`src/rtl/exc_ctrl_pkg.sv`:
```
// Shared CP0 definitions: exception codes, register numbers, field positions
// and the fixed handler vector / PRId contents.
package exc_ctrl_pkg;

  localparam logic [31:0] HANDLER_ADDR = 32'h0000_4180;
  localparam logic [31:0] PRID_VAL     = 32'h0000_0000;

  localparam logic [4:0] EXC_INT  = 5'd0;
  localparam logic [4:0] EXC_ADEL = 5'd4;
  localparam logic [4:0] EXC_ADES = 5'd5;
  localparam logic [4:0] EXC_RI   = 5'd10;
  localparam logic [4:0] EXC_OV   = 5'd12;

  localparam logic [4:0] CP0_SR    = 5'd12;
  localparam logic [4:0] CP0_CAUSE = 5'd13;
  localparam logic [4:0] CP0_EPC   = 5'd14;
  localparam logic [4:0] CP0_PRID  = 5'd15;

  localparam int SR_IE_BIT    = 0;
  localparam int SR_EXL_BIT   = 1;
  localparam int SR_IM_LO     = 10;
  localparam int CAUSE_EXC_LO = 2;
  localparam int CAUSE_IP_LO  = 10;
  localparam int CAUSE_BD_BIT = 31;

  // Return address for a faulting instruction: back up over the branch if in a delay slot.
  function automatic logic [31:0] exc_epc(input logic [31:0] pc, input logic bd);
    logic [31:0] addr;
    addr = bd ? (pc - 32'd4) : pc;
    return addr & ~32'h3;
  endfunction

endpackage

```
`src/rtl/exc_prio.sv`:
```
// Combinational take decision: masked interrupts beat synchronous exceptions,
// and the winner selects the ExcCode.
module exc_prio
  import exc_ctrl_pkg::*;
(
  input  logic       valid_m,
  input  logic       ie,
  input  logic       exl,
  input  logic [5:0] im,
  input  logic [5:0] hw_int,
  input  logic [4:0] exccode_m,
  output logic       exc_req,
  output logic [4:0] exc_code
);

  logic [5:0] pending;
  logic       int_req;
  logic       sync_exc;

  for (genvar gi = 0; gi < 6; gi++) begin : g_pend
    assign pending[gi] = im[gi] & hw_int[gi];
  end

  assign int_req  = valid_m & ie & ~exl & (|pending);
  assign sync_exc = valid_m & (exccode_m != EXC_INT);
  assign exc_req  = int_req | sync_exc;
  assign exc_code = int_req ? EXC_INT : exccode_m;

endmodule

```
`src/rtl/exc_ctrl.sv`:
```
// CP0 exception controller beside the M stage: owns SR/Cause/EPC/PRId,
// takes exceptions and erets, and serves mfc0/mtc0.
module exc_ctrl
  import exc_ctrl_pkg::*;
(
  input  logic        clk,
  input  logic        reset,
  input  logic        valid_m,
  input  logic [31:0] pc_m,
  input  logic [4:0]  exccode_m,
  input  logic        bd_m,
  input  logic        eret_m,
  input  logic        cp0_we,
  input  logic [4:0]  cp0_addr,
  input  logic [31:0] cp0_wdata,
  input  logic [5:0]  hw_int,
  output logic [31:0] cp0_rdata,
  output logic        exc_req,
  output logic        eret_req,
  output logic [31:0] redirect_pc,
  output logic [31:0] epc
);

  logic [5:0]  sr_im_reg;
  logic        sr_exl_reg;
  logic        sr_ie_reg;
  logic        cause_bd_reg;
  logic [5:0]  cause_ip_reg;
  logic [4:0]  cause_exc_reg;
  logic [31:0] epc_reg;
  logic [4:0]  exc_code;
  logic [31:0] sr_word;
  logic [31:0] cause_word;

  exc_prio u_prio (
    .valid_m  (valid_m),
    .ie       (sr_ie_reg),
    .exl      (sr_exl_reg),
    .im       (sr_im_reg),
    .hw_int   (hw_int),
    .exccode_m(exccode_m),
    .exc_req  (exc_req),
    .exc_code (exc_code)
  );

  assign eret_req    = valid_m & eret_m & ~exc_req;
  assign redirect_pc = exc_req ? HANDLER_ADDR : epc_reg;
  assign epc         = epc_reg;

  always_comb begin
    sr_word = 32'h0;
    sr_word[SR_IM_LO +: 6] = sr_im_reg;
    sr_word[SR_EXL_BIT]    = sr_exl_reg;
    sr_word[SR_IE_BIT]     = sr_ie_reg;
    cause_word = 32'h0;
    cause_word[CAUSE_BD_BIT]      = cause_bd_reg;
    cause_word[CAUSE_IP_LO +: 6]  = cause_ip_reg;
    cause_word[CAUSE_EXC_LO +: 5] = cause_exc_reg;
  end

  always_comb begin
    cp0_rdata = 32'h0;
    case (cp0_addr)
      CP0_SR:    cp0_rdata = sr_word;
      CP0_CAUSE: cp0_rdata = cause_word;
      CP0_EPC:   cp0_rdata = epc_reg;
      CP0_PRID:  cp0_rdata = PRID_VAL;
      default:   cp0_rdata = 32'h0;
    endcase
  end

  always_ff @(posedge clk) begin
    if (reset) begin
      sr_im_reg     <= '0;
      sr_exl_reg    <= 1'b0;
      sr_ie_reg     <= 1'b0;
      cause_bd_reg  <= 1'b0;
      cause_ip_reg  <= '0;
      cause_exc_reg <= '0;
      epc_reg       <= '0;
    end else begin
      cause_ip_reg <= hw_int;
      if (exc_req) begin
        // Nested take keeps the original return point so the outer handler can still eret.
        cause_exc_reg <= exc_code;
        sr_exl_reg    <= 1'b1;
        if (!sr_exl_reg) begin
          epc_reg      <= exc_epc(pc_m, bd_m);
          cause_bd_reg <= bd_m;
        end
      end else begin
        if (cp0_we && cp0_addr == CP0_SR) begin
          sr_im_reg  <= cp0_wdata[SR_IM_LO +: 6];
          sr_exl_reg <= cp0_wdata[SR_EXL_BIT];
          sr_ie_reg  <= cp0_wdata[SR_IE_BIT];
        end
        if (cp0_we && cp0_addr == CP0_EPC) begin
          epc_reg <= cp0_wdata;
        end
        if (eret_req) begin
          sr_exl_reg <= 1'b0;
        end
      end
    end
  end

endmodule

```
`config.mk`:
```
export PLATFORM = sky130hd
export DESIGN_NAME = exc_ctrl
export DESIGN_NICKNAME = d
export VERILOG_FILES = /design/src/rtl/exc_ctrl_pkg.sv /design/src/rtl/exc_prio.sv /design/src/rtl/exc_ctrl.sv
export SDC_FILE = /design/constraint.sdc
export NUM_CORES = 1
export LEC_CHECK = 0
export CAP_MARGIN = 20
export CORE_AREA = 4 4 99 101
export CTS_CLUSTER_SIZE = 8
export DETAILED_ROUTE_END_ITERATION = 8
export DIE_AREA = 0 0 103 105
export HOLD_SLACK_MARGIN = 0.06
export PLACE_DENSITY = 0.81
export SLEW_MARGIN = 0
export SYNTH_ARGS = -nofsm -noshare
export SYNTH_HDL_FRONTEND = slang
export SYNTH_HIERARCHICAL = 1
export SYNTH_SLANG_ARGS = --single-unit
```
`constraint.sdc`:
```
create_clock -name clk -period 2.65 [get_ports clk]
set_input_delay 0.265 -clock clk [delete_from_list [all_inputs] [get_ports clk]]
set_output_delay 0.265 -clock clk [all_outputs]
set_load 0.02 [all_outputs]
```
# After elaboration in Yosys (flattened, before gate mapping)
# Cells that the tools add are included.
# Widths: inputs -> output; s select.
[totals] mem_bits_ro=0 memories=0 mem_bits_rw=0 latchBits=0 reg_bits=52 out_inout_bits=98 in_bits=86
[op_classes] n_eq_ne=4 div=0 bitwise=15 n_reduce_logical=9 n_shift=0 multipliers=0 n_lt_le_gt_ge=0 n_addsub=1 mux=10
[ops] operator="$mux 32" n=5
[ops] operator="$pmux 32 s3" n=1
[ops] operator="$sub 32x3->32 const B" n=1
[ops] operator="$eq 5x4->1 const B" n=3
[ops] operator="$and 1x1->1" n=12
[ops] operator="$reduce_and 2->1" n=3
[ops] operator="$reduce_or 6->1" n=1
[ops] operator="$mux 5" n=1
[ops] operator="$reduce_bool 5->1" n=1
[ops] operator="$mux 1" n=3
[ops] operator="$reduce_bool 3->1" n=1
[ops] operator="$logic_and 1x1->1" n=2
[ops] operator="$ne 2x2->1 const B" n=1
[ops] operator="$not 1->1" n=2
[ops] operator="$reduce_bool 2->1" n=1
[ops] operator="$or 1x1->1" n=1

# Longest topological paths before layout
# Gate-level depths: netlist of the first run.
[logic_depth] depth_word=8 mapped_depth=9

# Hierarchy
# The synthesis of the first run kept the hierarchy.
[modules_own_cells] mod="exc_ctrl" cells_each=442 area_per_inst_um2=3528.4 n_inst=1
[modules_own_cells] mod="exc_prio" cells_each=13 area_per_inst_um2=91.3 n_inst=1

# Least setup slack after synthesis of the first run
# OpenSTA, ideal clock, no wires.
[synth_timing] kind="register -> output" start="register sr_im_reg[1]" end="output redirect_pc[15]" n_path_buf=3 arrival_time_ps=2205 stages_incl_launch_ff=8 slack_ps=180 required_time_ps=2385 cell_sequence="dfxtp_1 -> a22oi_1 -> a311oi_2 -> nand2b_1 -> clkbuf_1 -> clkbuf_1 -> clkbuf_1 -> nor2b_1"
[synth_via] elab_chain_len=5
[synth_rtl] element="from (decl)" line_no="exc_ctrl.sv:24" text="logic [5:0] sr_im_reg;"
[synth_rtl] element="from (signal assigned)" line_no="exc_ctrl.sv:93" text="sr_im_reg <= cp0_wdata[SR_IM_LO +: 6];"
[synth_rtl] element="$and 1x1->1" line_no="exc_prio.sv:21" text="assign pending[gi] = im[gi] & hw_int[gi];"
[synth_rtl] element="$reduce_or 6->1" line_no="exc_prio.sv:24" text="assign int_req = valid_m & ie & ~exl & (|pending);"
[synth_rtl] element="$and 1x1->1" line_no="exc_prio.sv:24"
[synth_rtl] element="$or 1x1->1" line_no="exc_prio.sv:26" text="assign exc_req = int_req | sync_exc;"
[synth_rtl] element="net exc_req" line_no="exc_ctrl.sv:18" text="output logic exc_req,"
[synth_rtl] element="$mux 32" line_no="exc_ctrl.sv:47" text="assign redirect_pc = exc_req ? HANDLER_ADDR : epc_reg;"
[synth_rtl] element="to (decl)" line_no="exc_ctrl.sv:20" text="output logic [31:0] redirect_pc,"
# The timed path passes the listed nets, and every way through them passes these cells.

# Final worst setup path of the first run
[layout_timing] start="input hw_int[1]" end="output exc_req"
[layout_via] elab_chain_len=4
[layout_rtl] element="from (decl)" line_no="exc_ctrl.sv:16" text="input logic [5:0] hw_int,"
[layout_rtl] element="$and 1x1->1" line_no="exc_prio.sv:21"
[layout_rtl] element="$reduce_or 6->1" line_no="exc_prio.sv:24"
[layout_rtl] element="$and 1x1->1" line_no="exc_prio.sv:24"
[layout_rtl] element="$or 1x1->1" line_no="exc_prio.sv:26"
[layout_rtl] element="to (decl)" line_no="exc_ctrl.sv:18"
# No other way between the ends.

==> Implementation_results.wiki, run 1 <==
{| class="wikitable"
! Metric !! Value
|-
| Status || complete, no violations
|-
| Core area || 0.009021 mm^2
|-
| Clock tree from TritonCTS || built
|-
| Max-capacitance violation count || 0
|-
| GRT Resource Usage Total || 26.09%
|-
| CTS H-tree lvls || 2
|-
| Predominant post-synthesis flop cell || dfxtp_1
|-
| Wire length of the first global-routing pass || 22.97 mm
|-
| Inserted Clock Buffers || 5
|-
| Mean post-synth cell area || 7.955 um^2
|-
| HP Start || reset
|-
| Total clock sinks || 52
|-
| Later-pin clock latency in the skew report || 0.31 ns
|-
| Initial DRC count || 238
|-
| Routed length per instance || 18.65 um
|-
| Cell chosen for the clock root || clkbuf_8
|-
| Post-route fraction of the period consumed by the critical path || 98.09%
|-
| Final GP Congestion || 0.9005
|-
| Starting density of the core || 40.12%
|-
| Hold path depth || 2
|-
| VDD IR max || 0.0002114 V
|-
| Start-to-end type of the worst setup path || input port to primary output
|-
| Number of inserted diodes || 0
|-
| Detail Route Antenna Nets || 0
|-
| Vias per Instance || 5.796
|-
| Die span in y || 105 um
|-
| Dpl hpwl || 10.88 mm
|-
| Count of final max-slew check failures || 0
|-
| Req. time, crit path || 2.38 ns
|-
| Aggregate negative setup slack || 0 ns
|-
| Number of I/O pins || 184
|-
| Worst Setup End Kind || primary output
|-
| Ratio of cells with drive above 1 in the final layout || 11.16%
|-
| Fraction of the yosys area taken by sequential cells || 28.76%
|-
| Number of global-route vias before repair || 4,574
|-
| Growth of design area from synthesis to finish || 62.91%
|-
| Setup violators final || 0
|-
| Setup slack at placement || -0.2348 ns
|-
| Crit path cell chain || clkdlybuf4s50_1 > a22oi_1 > a311oi_2 > nand2b_4 > buf_12 > clkdlybuf4s50_1
|-
| Clock Skew || 0.01466 ns
|-
| Register-to-register setup slack || 0.19 ns
|-
| Maximum number of pins on one net before global-route repair || 39
|-
| Static leakage power || 2.375 nW
|-
| Delay of the slowest cell on the worst path || 0.63 ns
|-
| Max_slew headroom || 61.27%
|-
| Die span in x || 103 um
|-
| Seq cells post-synth || 52
|-
| Clock slew seen by the registers of the worst setup and hold paths || 0.11 ns
|-
| Post-Synthesis Net Count || 542
|-
| CTS Hold Buffers Added || 0
|-
| Post-Place Cell Area || 0.005803 mm^2
|-
| End point of the most critical hold path || cause_exc_reg[0]$_SDFFE_PP0P_
|-
| Measured slew at the worst slew-check pin || 0.5810 ns
|-
| Post-route DRC violation count || 0
|-
| Worst Reg2Reg Path Length in Cells || 9
|-
| Total congestion overflow after global routing || 0
|-
| Worst Hold Slack || 0.4268 ns
|-
| Share of async-settable or async-resettable flops after synthesis || 0%
|-
| Number of flip-flops under the largest register name || 32
|-
| Post-synth EDFFs || 0
|-
| Row count || 35
|-
| Power density relative to cell area || 358.8 mW/mm^2
|-
| Reg-to-reg critical path startpoint || sr_im_reg[5]$_SDFFE_PP0P_
|-
| Total of buffers placed on input and output ports || 181
|-
| Post-Syn Instances || 455
|-
| Cell with the biggest individual delay on the critical path || clkdlybuf4s50_1
|-
| Max frequency || 0.3847 GHz
|-
| Warnings from Yosys || 6
|-
| Die area || 0.01082 mm^2
|-
| Startpoint type of the worst setup path || input port
|-
| Final Cell Area || 0.005897 mm^2
|-
| Number of unique standard cell types used by synthesis || 58
|-
| Type of the worst min-delay path || input port to flop
|-
| Number of hold-slack violations in the final timing report || 0
|-
| Worst flop-to-flop path endpoint || epc[8]$_SDFFE_PP0P_
|-
| Final setup margin || 0.05049 ns
|-
| Number of iterations in the first detailed-routing pass || 5
|-
| Number of antenna violations at the first check in global routing || 0
|-
| Critical path arrival || 2.33 ns
|-
| Post-layout min period || 2.600 ns
|-
| Via count || 4,434
|-
| Worst Path Max Fanout || 25
|-
| Total number of nets in the final design || 740
|-
| Worst Setup SP || hw_int[1]
|-
| Setup repair after global routing missed its margin || false
|-
| Most numerous cell on the critical path || clkdlybuf4s50_1
|-
| Maximum root-to-sink buffer count || 2
|-
| Overall routed net length || 14.27 mm
|-
| Area of the mapped netlist || 0.003620 mm^2
|}
-- synth_stat cells (all sizes together) (5+ instances only) --
library cell   n  area, um^2
or2            5       31.28
o21ai         19       95.09
or4           14       105.1
nor3           9       45.04
o31ai          9       67.56
clkbuf        31       116.4
nand3         13       65.06
nor2b         43       269.0
buf            5       26.27
a211oi        13       97.59
nor2          27       101.4
and3          21       131.4
a31oi          7       43.79
nor4           6       43.79
or3            8       50.05
dfxtp         52        1041
a21oi         24       120.1
a311oi        12       111.4
a21boi        14       105.1
a22o           8       70.07
inv           11       41.29
nand2         25       93.84
mux2i         21       210.2
-- how the worst max path moves through the flow --
stage,to,slack [ns],cells after the start
after floorplan,redirect_pc[15],0.18,7
after global placement,redirect_pc[8],-0.19,7
after detailed placement,redirect_pc[7],-0.23,7
after CTS,redirect_pc[7],0.04,7
after global routing,redirect_pc[7],0.01,7
final,exc_req,0.05,6
-- timing repair --
item | CTS | global route
pin swaps | 0 | 2
buffers inserted | 1 | 0
resized for setup | 34 | 2
endpoints found under the setup margin | 33 | 7
endpoints found under the hold margin | 0 | 0
-- metal layers --
metal	GRT usage, %	up-vias	part of all wire, %	routed length [um]
met2	44.87	206	51	7304
met4	7.031	0	0.95	136
met3	4.473	12	7.4	1057
met1	33.08	2107	40	5767
met5	0	-	0	0
li1	-	2109	-	-
-- placed cells by master, fill, tap and decap left out, types with 3 or more instances in the layout --
| master | Yosys | layout |
|---|---|---|
| or2_2 | 5 | 5 |
| inv_1 | 11 | 11 |
| or3_1 | 8 | 8 |
| nor2b_1 | 43 | 43 |
| nand3b_1 | 4 | 4 |
| a211oi_1 | 13 | 13 |
| or4_1 | 14 | 14 |
| nor2_1 | 27 | 26 |
| a21boi_0 | 14 | 14 |
| buf_4 | 1 | 44 |
| xor2_1 | 3 | 3 |
| o21ai_0 | 18 | 18 |
| o31ai_1 | 9 | 9 |
| a221oi_1 | 3 | 3 |
| and4_1 | 3 | 3 |
| a31oi_1 | 7 | 7 |
| nand2b_1 | 4 | 3 |
| nor3_1 | 9 | 9 |
| o311ai_0 | 3 | 3 |
| dfxtp_1 | 52 | 52 |
| xnor2_1 | 4 | 4 |
| clkdlybuf4s50_1 | 0 | 147 |
| o211ai_1 | 4 | 4 |
| a311oi_1 | 11 | 11 |
| nand2_1 | 25 | 25 |
| dlygate4sd2_1 | 0 | 33 |
| a31o_2 | 3 | 3 |
| nand3_1 | 13 | 13 |
| mux2i_1 | 21 | 21 |
| clkbuf_8 | 0 | 5 |
| a22oi_1 | 3 | 3 |
| a21oi_1 | 24 | 24 |
| a22o_1 | 8 | 8 |
| nor4_1 | 5 | 5 |
| and3_1 | 21 | 21 |
-- stage by stage --
stage	util (%)	instances	total power, mW
3_5_place_dp	64.33	756	1.570
5_1_grt	65.37	765	2.210
4_1_cts	65.28	765	2.117
3_3_place_gp	64.33	756	1.554
2_1_floorplan	-	455	1.183
6_report	65.37	765	2.116
-- final cells by class --
cell class              instances  area (um^2)
clock buffers                   5        68.82
clock inverters                 3        47.55
fillers                       787         3124
inverters                      11        41.29
multi-input cells             356         2424
flip-flops and latches         52         1041
well taps                     111        138.9
repair buffers                227         2136
-- worst max-delay path: cells and delay by family --
kind | cells | cell delay [ns]
buf+inv | 3 | 1.29
compound gates | 2 | 0.50
simple gates | 1 | 0.26
-- kinds of logic (layout without fill, tap and decap cells) --
family | after synthesis | after routing | synth area share, %
XOR/XNOR | 7 | 7 | 1.694
AND/OR/NAND/NOR | 194 | 194 | 32.25
flip-flops | 52 | 52 | 28.76
AO/OA/AOI/OAI | 133 | 133 | 26.06
multiplexers | 21 | 21 | 5.807
adder cells (fa/ha/maj) | 1 | 1 | 0.3456
buffers and inverters | 47 | 246 | 5.081
-- power breakdown --
group	internal, mW	total [mW]	switching, mW
clock network	0.285	0.575	0.289
registers	0.830	0.879	0.0499
logic	0.337	0.662	0.325
(Power assumes the default switching activity.)
==> run 2: changes to the inputs <==
Settings changed: CORE_AREA 4 4 99 101 to 4 4 107 109, DIE_AREA 0 0 103 105 to 0 0 111 113, PLACE_DENSITY 0.81 to 0.71, SLEW_MARGIN 0 to 20.
==> Implementation_results.wiki, run 2 (synthesized netlist as in run 1, its figures left out) <==
{| class="wikitable"
! Metric !! Value
|-
| Post-layout power || 2.045 mW
|-
| Register-to-register setup slack || 0.36 ns
|-
| Type of the worst min-delay path || input port to flop
|-
| Most frequent standard cell in the layout excluding fill and tap cells || clkdlybuf4s50_1
|-
| Post-layout min period || 2.590 ns
|-
| Final GP Congestion || 0.8272
|-
| Proportion of total power due to net switching || 33.26%
|-
| Dpl hpwl || 11.30 mm
|-
| Maximum root-to-sink buffer count || 2
|-
| Worst Path Max Fanout || 9
|-
| Internal Dissipation || 1.365 mW
|-
| Post-route DRC violation count || 0
|-
| Clock slew seen by the registers of the worst setup and hold paths || 0.10 ns
|-
| Initial DRC count || 231
|-
| Number of iterations in the first detailed-routing pass || 5
|-
| Critical path arrival || 2.32 ns
|-
| Worst Reg2Reg Path Length in Cells || 9
|-
| Number of I/O pins || 184
|-
| Post-route fraction of the period consumed by the critical path || 97.73%
|-
| Max frequency || 0.3861 GHz
|-
| Max-capacitance violation count || 0
|-
| Core area || 0.01060 mm^2
|-
| Total clock sinks || 52
|-
| Share of total power in combinational logic || 32.7%
|-
| Inserted Clock Buffers || 5
|-
| Number of cells in the design after placement || 788
|-
| Die span in x || 111 um
|-
| Status || complete, no violations
|-
| Final cell count without fillers || 796
|-
| Die span in y || 113 um
|-
| Max_slew headroom || 68.01%
|-
| Req. time, crit path || 2.38 ns
|-
| Static leakage power || 2.377 nW
|-
| Detailed-routed wire length on met2 || 7.256 mm
|-
| Starting density of the core || 34.14%
|-
| Setup violators final || 0
|-
| Portion of total power attributed to sequential cells || 43.1%
|-
| Power density relative to cell area || 344.3 mW/mm^2
|-
| Worst Hold Slack || 0.4137 ns
|-
| Clock Skew || 0.01235 ns
|-
| Number of antenna violations at the first check in global routing || 0
|-
| Uppermost metal layer occupied by signal nets || met4
|-
| Commonest cells after routing, fill and taps aside || clkdlybuf4s50_1 (147), dfxtp_1 (52), buf_4 (45)
|-
| Worst flop-to-flop path endpoint || epc[20]$_SDFFE_PP0P_
|-
| Total number of nets in the final design || 742
|-
| Worst setup path endpoint || redirect_pc[14]
|-
| Via count || 4,436
|-
| Clock network fraction of design power || 24.2%
|-
| Count of final max-slew check failures || 0
|-
| Number of hold-slack violations in the final timing report || 0
|-
| Net switching power || 0.6803 mW
|-
| Startpoint type of the worst setup path || input port
|-
| Overall routed net length || 14.56 mm
|-
| Wire length of the first global-routing pass || 23.07 mm
|-
| Row count || 38
|-
| VDD IR max || 0.0001932 V
|-
| CTS H-tree lvls || 2
|-
| Later-pin clock latency in the skew report || 0.32 ns
|-
| Start-to-end type of the worst setup path || input port to primary output
|-
| Ratio of cells with drive above 1 in the final layout || 11.28%
|-
| Cell chosen for the clock root || clkbuf_8
|-
| CTS Hold Buffers Added || 0
|-
| Total congestion overflow after global routing || 0
|-
| Total of buffers placed on input and output ports || 181
|-
| Number of setup buffers added after CTS || 0
|-
| Measured slew at the worst slew-check pin || 0.4799 ns
|-
| Routed length per instance || 18.29 um
|-
| Number of flip-flops under the largest register name || 32
|-
| Worst Setup End Kind || primary output
|-
| Growth of design area from synthesis to finish || 64.12%
|-
| Maximum number of pins on one net before global-route repair || 31
|-
| Number of inserted diodes || 0
|-
| Die area || 0.01254 mm^2
|-
| Detail Route Antenna Nets || 0
|-
| GRT Resource Usage Total || 22.25%
|-
| Worst Setup SP || exccode_m[2]
|-
| Reg-to-reg critical path startpoint || sr_im_reg[1]$_SDFFE_PP0P_
|-
| DR WL met3 || 849 um
|-
| Hold path depth || 2
|-
| Clock tree from TritonCTS || built
|-
| Number of global-route vias before repair || 4,526
|-
| Vias per Instance || 5.573
|-
| Post-Route M1 WL || 6.280 mm
|-
| Setup repair after global routing missed its margin || false
|}
## run 2: stage by stage
| step | setup slack (ns) | instance area, um^2 | TNS [ns] | util [%] |
|---|---|---|---|---|
| global route | 0.02207 | 5941 | 0 | 56.03 |
| detailed placement | -0.2180 | 5874 | -6.846 | 55.40 |
| CTS | 0.01394 | 5928 | 0 | 55.91 |
| global placement | -0.1979 | 5874 | -5.421 | 55.40 |
| floorplan | 0.1803 | 3620 | 0 | - |
| finish | 0.06025 | 5941 | 0 | 56.03 |
## run 2: critical path: stages
cell	delay, ns
clkdlybuf4s50_1	0.43
or4_1	0.52
o21ai_2	0.23
nand2b_4	0.11
buf_4	0.19
or2_2	0.29
clkdlybuf4s15_1	0.29
## run 2: worst min path at each step
stage	start	to	slack, ns
global placement	cause_bd_reg$_SDFFE_PP0P_	cause_bd_reg$_SDFFE_PP0P_	0.45
finish	reset	epc[4]$_SDFFE_PP0P_	0.41
CTS	reset	epc[4]$_SDFFE_PP0P_	0.40
floorplan	hw_int[0]	cause_ip_reg[0]$_SDFF_PP0_	0.39
detailed placement	cause_bd_reg$_SDFFE_PP0P_	cause_bd_reg$_SDFFE_PP0P_	0.46
global route	reset	epc[4]$_SDFFE_PP0P_	0.42
## run 2: cell type report
| cell class | instances | area, um^2 |
|---|---|---|
| Clock buffer | 5 | 68.82 |
| Clock inverter | 3 | 26.28 |
| Fill cell | 951 | 4662 |
| Inverter | 11 | 41.29 |
| Multi-Input combinational cell | 356 | 2421 |
| Sequential cell | 52 | 1041 |
| Tap cell | 140 | 175.2 |
| Timing Repair Buffer | 229 | 2167 |
## run 2: power by group through the flow
| stage | clock [mW] | sequential (mW) | combinational [mW] |
|---|---|---|---|
| floorplan | 0 | 0.924 | 0.259 |
| finish | 0.495 | 0.881 | 0.669 |
| global route | 0.528 | 0.888 | 0.715 |
| detailed placement | 0 | 0.898 | 0.681 |
| global placement | 0 | 0.897 | 0.672 |
| CTS | 0.498 | 0.881 | 0.666 |
## run 2: metal layers
metal | up-vias | GRT usage [%]
li1 | 2115 | -
met1 | 2135 | 27.50
met2 | 172 | 40.57
met3 | 14 | 3.476
met4 | 0 | 5.337
met5 | - | 0
## run 2: what timing repair did
item / 4_1_cts / 5_1_grt
gates resized for setup: 33 / 5
endpoints found under the setup margin: 33 / 5
pin swaps: 0 / 1
==> run 3: changes to the inputs <==
Settings changed: CORE_AREA 4 4 107 109 to 4 4 101 103, DIE_AREA 0 0 111 113 to 0 0 105 107, PLACE_DENSITY 0.71 to 0.78.
==> Implementation_results.wiki, run 3 (synthesized netlist as in run 1, its figures left out) <==
{| class="wikitable"
! Metric !! Value
|-
| Final setup margin || 0.07702 ns
|-
| Number of global-route vias before repair || 4,334
|-
| Via count || 4,336
|-
| Type of the worst min-delay path || input port to flop
|-
| Final GP Congestion || 0.8891
|-
| Cell class contributing the biggest share of worst-path delay || simple AND/OR/NAND/NOR gates
|-
| GRT Resource Usage Total || 24.27%
|-
| Total clock sinks || 52
|-
| Number of setup buffers added after CTS || 0
|-
| Commonest cells after routing, fill and taps aside || clkdlybuf4s50_1 (145), dfxtp_1 (52), nor2b_1 (43)
|-
| Setup repair after global routing missed its margin || false
|-
| Total of buffers placed on input and output ports || 181
|-
| Detail Route Antenna Nets || 0
|-
| Post-layout min period || 2.573 ns
|-
| Startpoint type of the worst setup path || input port
|-
| VDD IR max || 0.0002143 V
|-
| Req. time, crit path || 2.38 ns
|-
| Ratio of cells with drive above 1 in the final layout || 10.19%
|-
| Overall routed net length || 14.25 mm
|-
| Number of antenna violations at the first check in global routing || 0
|-
| Number of I/O pins || 184
|-
| Number of flip-flops under the largest register name || 32
|-
| Crit path cell chain || clkdlybuf4s50_1 > or4_1 > o21ai_2 > nand2b_4 > buf_12 > or2_2 > dlygate4sd2_1
|-
| Maximum number of pins on one net before global-route repair || 39
|-
| Static leakage power || 2.367 nW
|-
| Power density relative to cell area || 345.4 mW/mm^2
|-
| Number of buffers and inverters on the critical path || 3
|-
| Max frequency || 0.3887 GHz
|-
| Setup slack at placement || -0.2092 ns
|-
| Clock tree from TritonCTS || built
|-
| Initial DRC count || 267
|-
| Total number of nets in the final design || 734
|-
| Die span in y || 107 um
|-
| Post-route fraction of the period consumed by the critical path || 97.09%
|-
| Measured slew at the worst slew-check pin || 0.6758 ns
|-
| Inserted Clock Buffers || 5
|-
| Core area || 0.009196 mm^2
|-
| Wire length of the first global-routing pass || 22.33 mm
|-
| Gates resized, CTS repair || 33
|-
| Routed length per instance || 18.77 um
|-
| Count of final max-slew check failures || 0
|-
| Post-layout power || 2.019 mW
|-
| Max_slew headroom || 54.95%
|-
| Clock Skew || 0.003352 ns
|-
| Total congestion overflow after global routing || 0
|-
| Later-pin clock latency in the skew report || 0.31 ns
|-
| Most frequent standard cell in the layout excluding fill and tap cells || clkdlybuf4s50_1
|-
| Start-to-end type of the worst setup path || input port to primary output
|-
| Maximum root-to-sink buffer count || 2
|-
| CTS H-tree lvls || 2
|-
| Growth of design area from synthesis to finish || 61.49%
|-
| Worst Path Max Fanout || 21
|-
| Number of iterations in the first detailed-routing pass || 5
|-
| Setup violators final || 0
|-
| Die span in x || 105 um
|-
| Status || complete, no violations
|-
| Die area || 0.01124 mm^2
|-
| Delay of the slowest cell on the worst path || 0.54 ns
|-
| Max-capacitance violation count || 0
|-
| CTS Hold Buffers Added || 0
|-
| Worst Setup End Kind || primary output
|-
| Post-Place Cell Area || 0.005778 mm^2
|-
| Final Cell Area || 0.005846 mm^2
|-
| Cell chosen for the clock root || clkbuf_8
|-
| Cell with the biggest individual delay on the critical path || or4_1
|-
| Starting density of the core || 39.36%
|-
| Row count || 35
|-
| Dpl hpwl || 10.72 mm
|-
| Critical path arrival || 2.31 ns
|-
| Clock slew seen by the registers of the worst setup and hold paths || 0.10 ns
|-
| Number of hold-slack violations in the final timing report || 0
|-
| Final design utilization || 63.56%
|-
| Post-route DRC violation count || 0
|-
| Number of inserted diodes || 0
|-
| Vias per Instance || 5.713
|-
| Worst Hold Slack || 0.4298 ns
|}
-- run 3: path summary, 6_finish.rpt --
| path | startpoint | endpoint | slack, ns | cells after the start |
|---|---|---|---|---|
| max | exccode_m[3] | redirect_pc[8] | 0.08 | 7 |
| min | reset | epc[7]$_SDFFE_PP0P_ | 0.43 | 2 |
| max reg2reg | sr_im_reg[5]$_SDFFE_PP0P_ | epc[12]$_SDFFE_PP0P_ | 0.35 | 9 |
| min reg2reg | cause_bd_reg$_SDFFE_PP0P_ | cause_bd_reg$_SDFFE_PP0P_ | 0.48 | 2 |
-- run 3: layout make-up --
type                    instances  area, um^2
repair buffers                221        2111
clock buffers                   5       68.82
multi-input cells             356        2421
inverters                      11       41.29
well taps                     111       138.9
fillers                       854        3351
flip-flops and latches         52        1041
clock inverters                 3       23.77
-- run 3: through the flow --
stage	setup TNS [ns]	std cells
CTS	0	759
floorplan	0	455
global placement	-5.086	751
global route	0	759
detailed placement	-7.636	751
finish	0	759
-- run 3: routing by layer --
metal | share of wire (%) | wire (um) | track usage, % | vias up
met5 | 0 | 0 | 0 | -
met4 | 1.6 | 225 | 7.404 | 0
met3 | 6.3 | 901 | 4.214 | 18
met2 | 49 | 6974 | 41.84 | 179
met1 | 43 | 6148 | 30.91 | 2042
li1 | - | - | - | 2097
-- run 3: power by group --
part | total (mW) | internal [mW] | switching [mW]
combinational | 0.664 | 0.338 | 0.326
sequential | 0.879 | 0.830 | 0.0495
clock | 0.476 | 0.188 | 0.289
total | 2.02 | 1.36 | 0.664
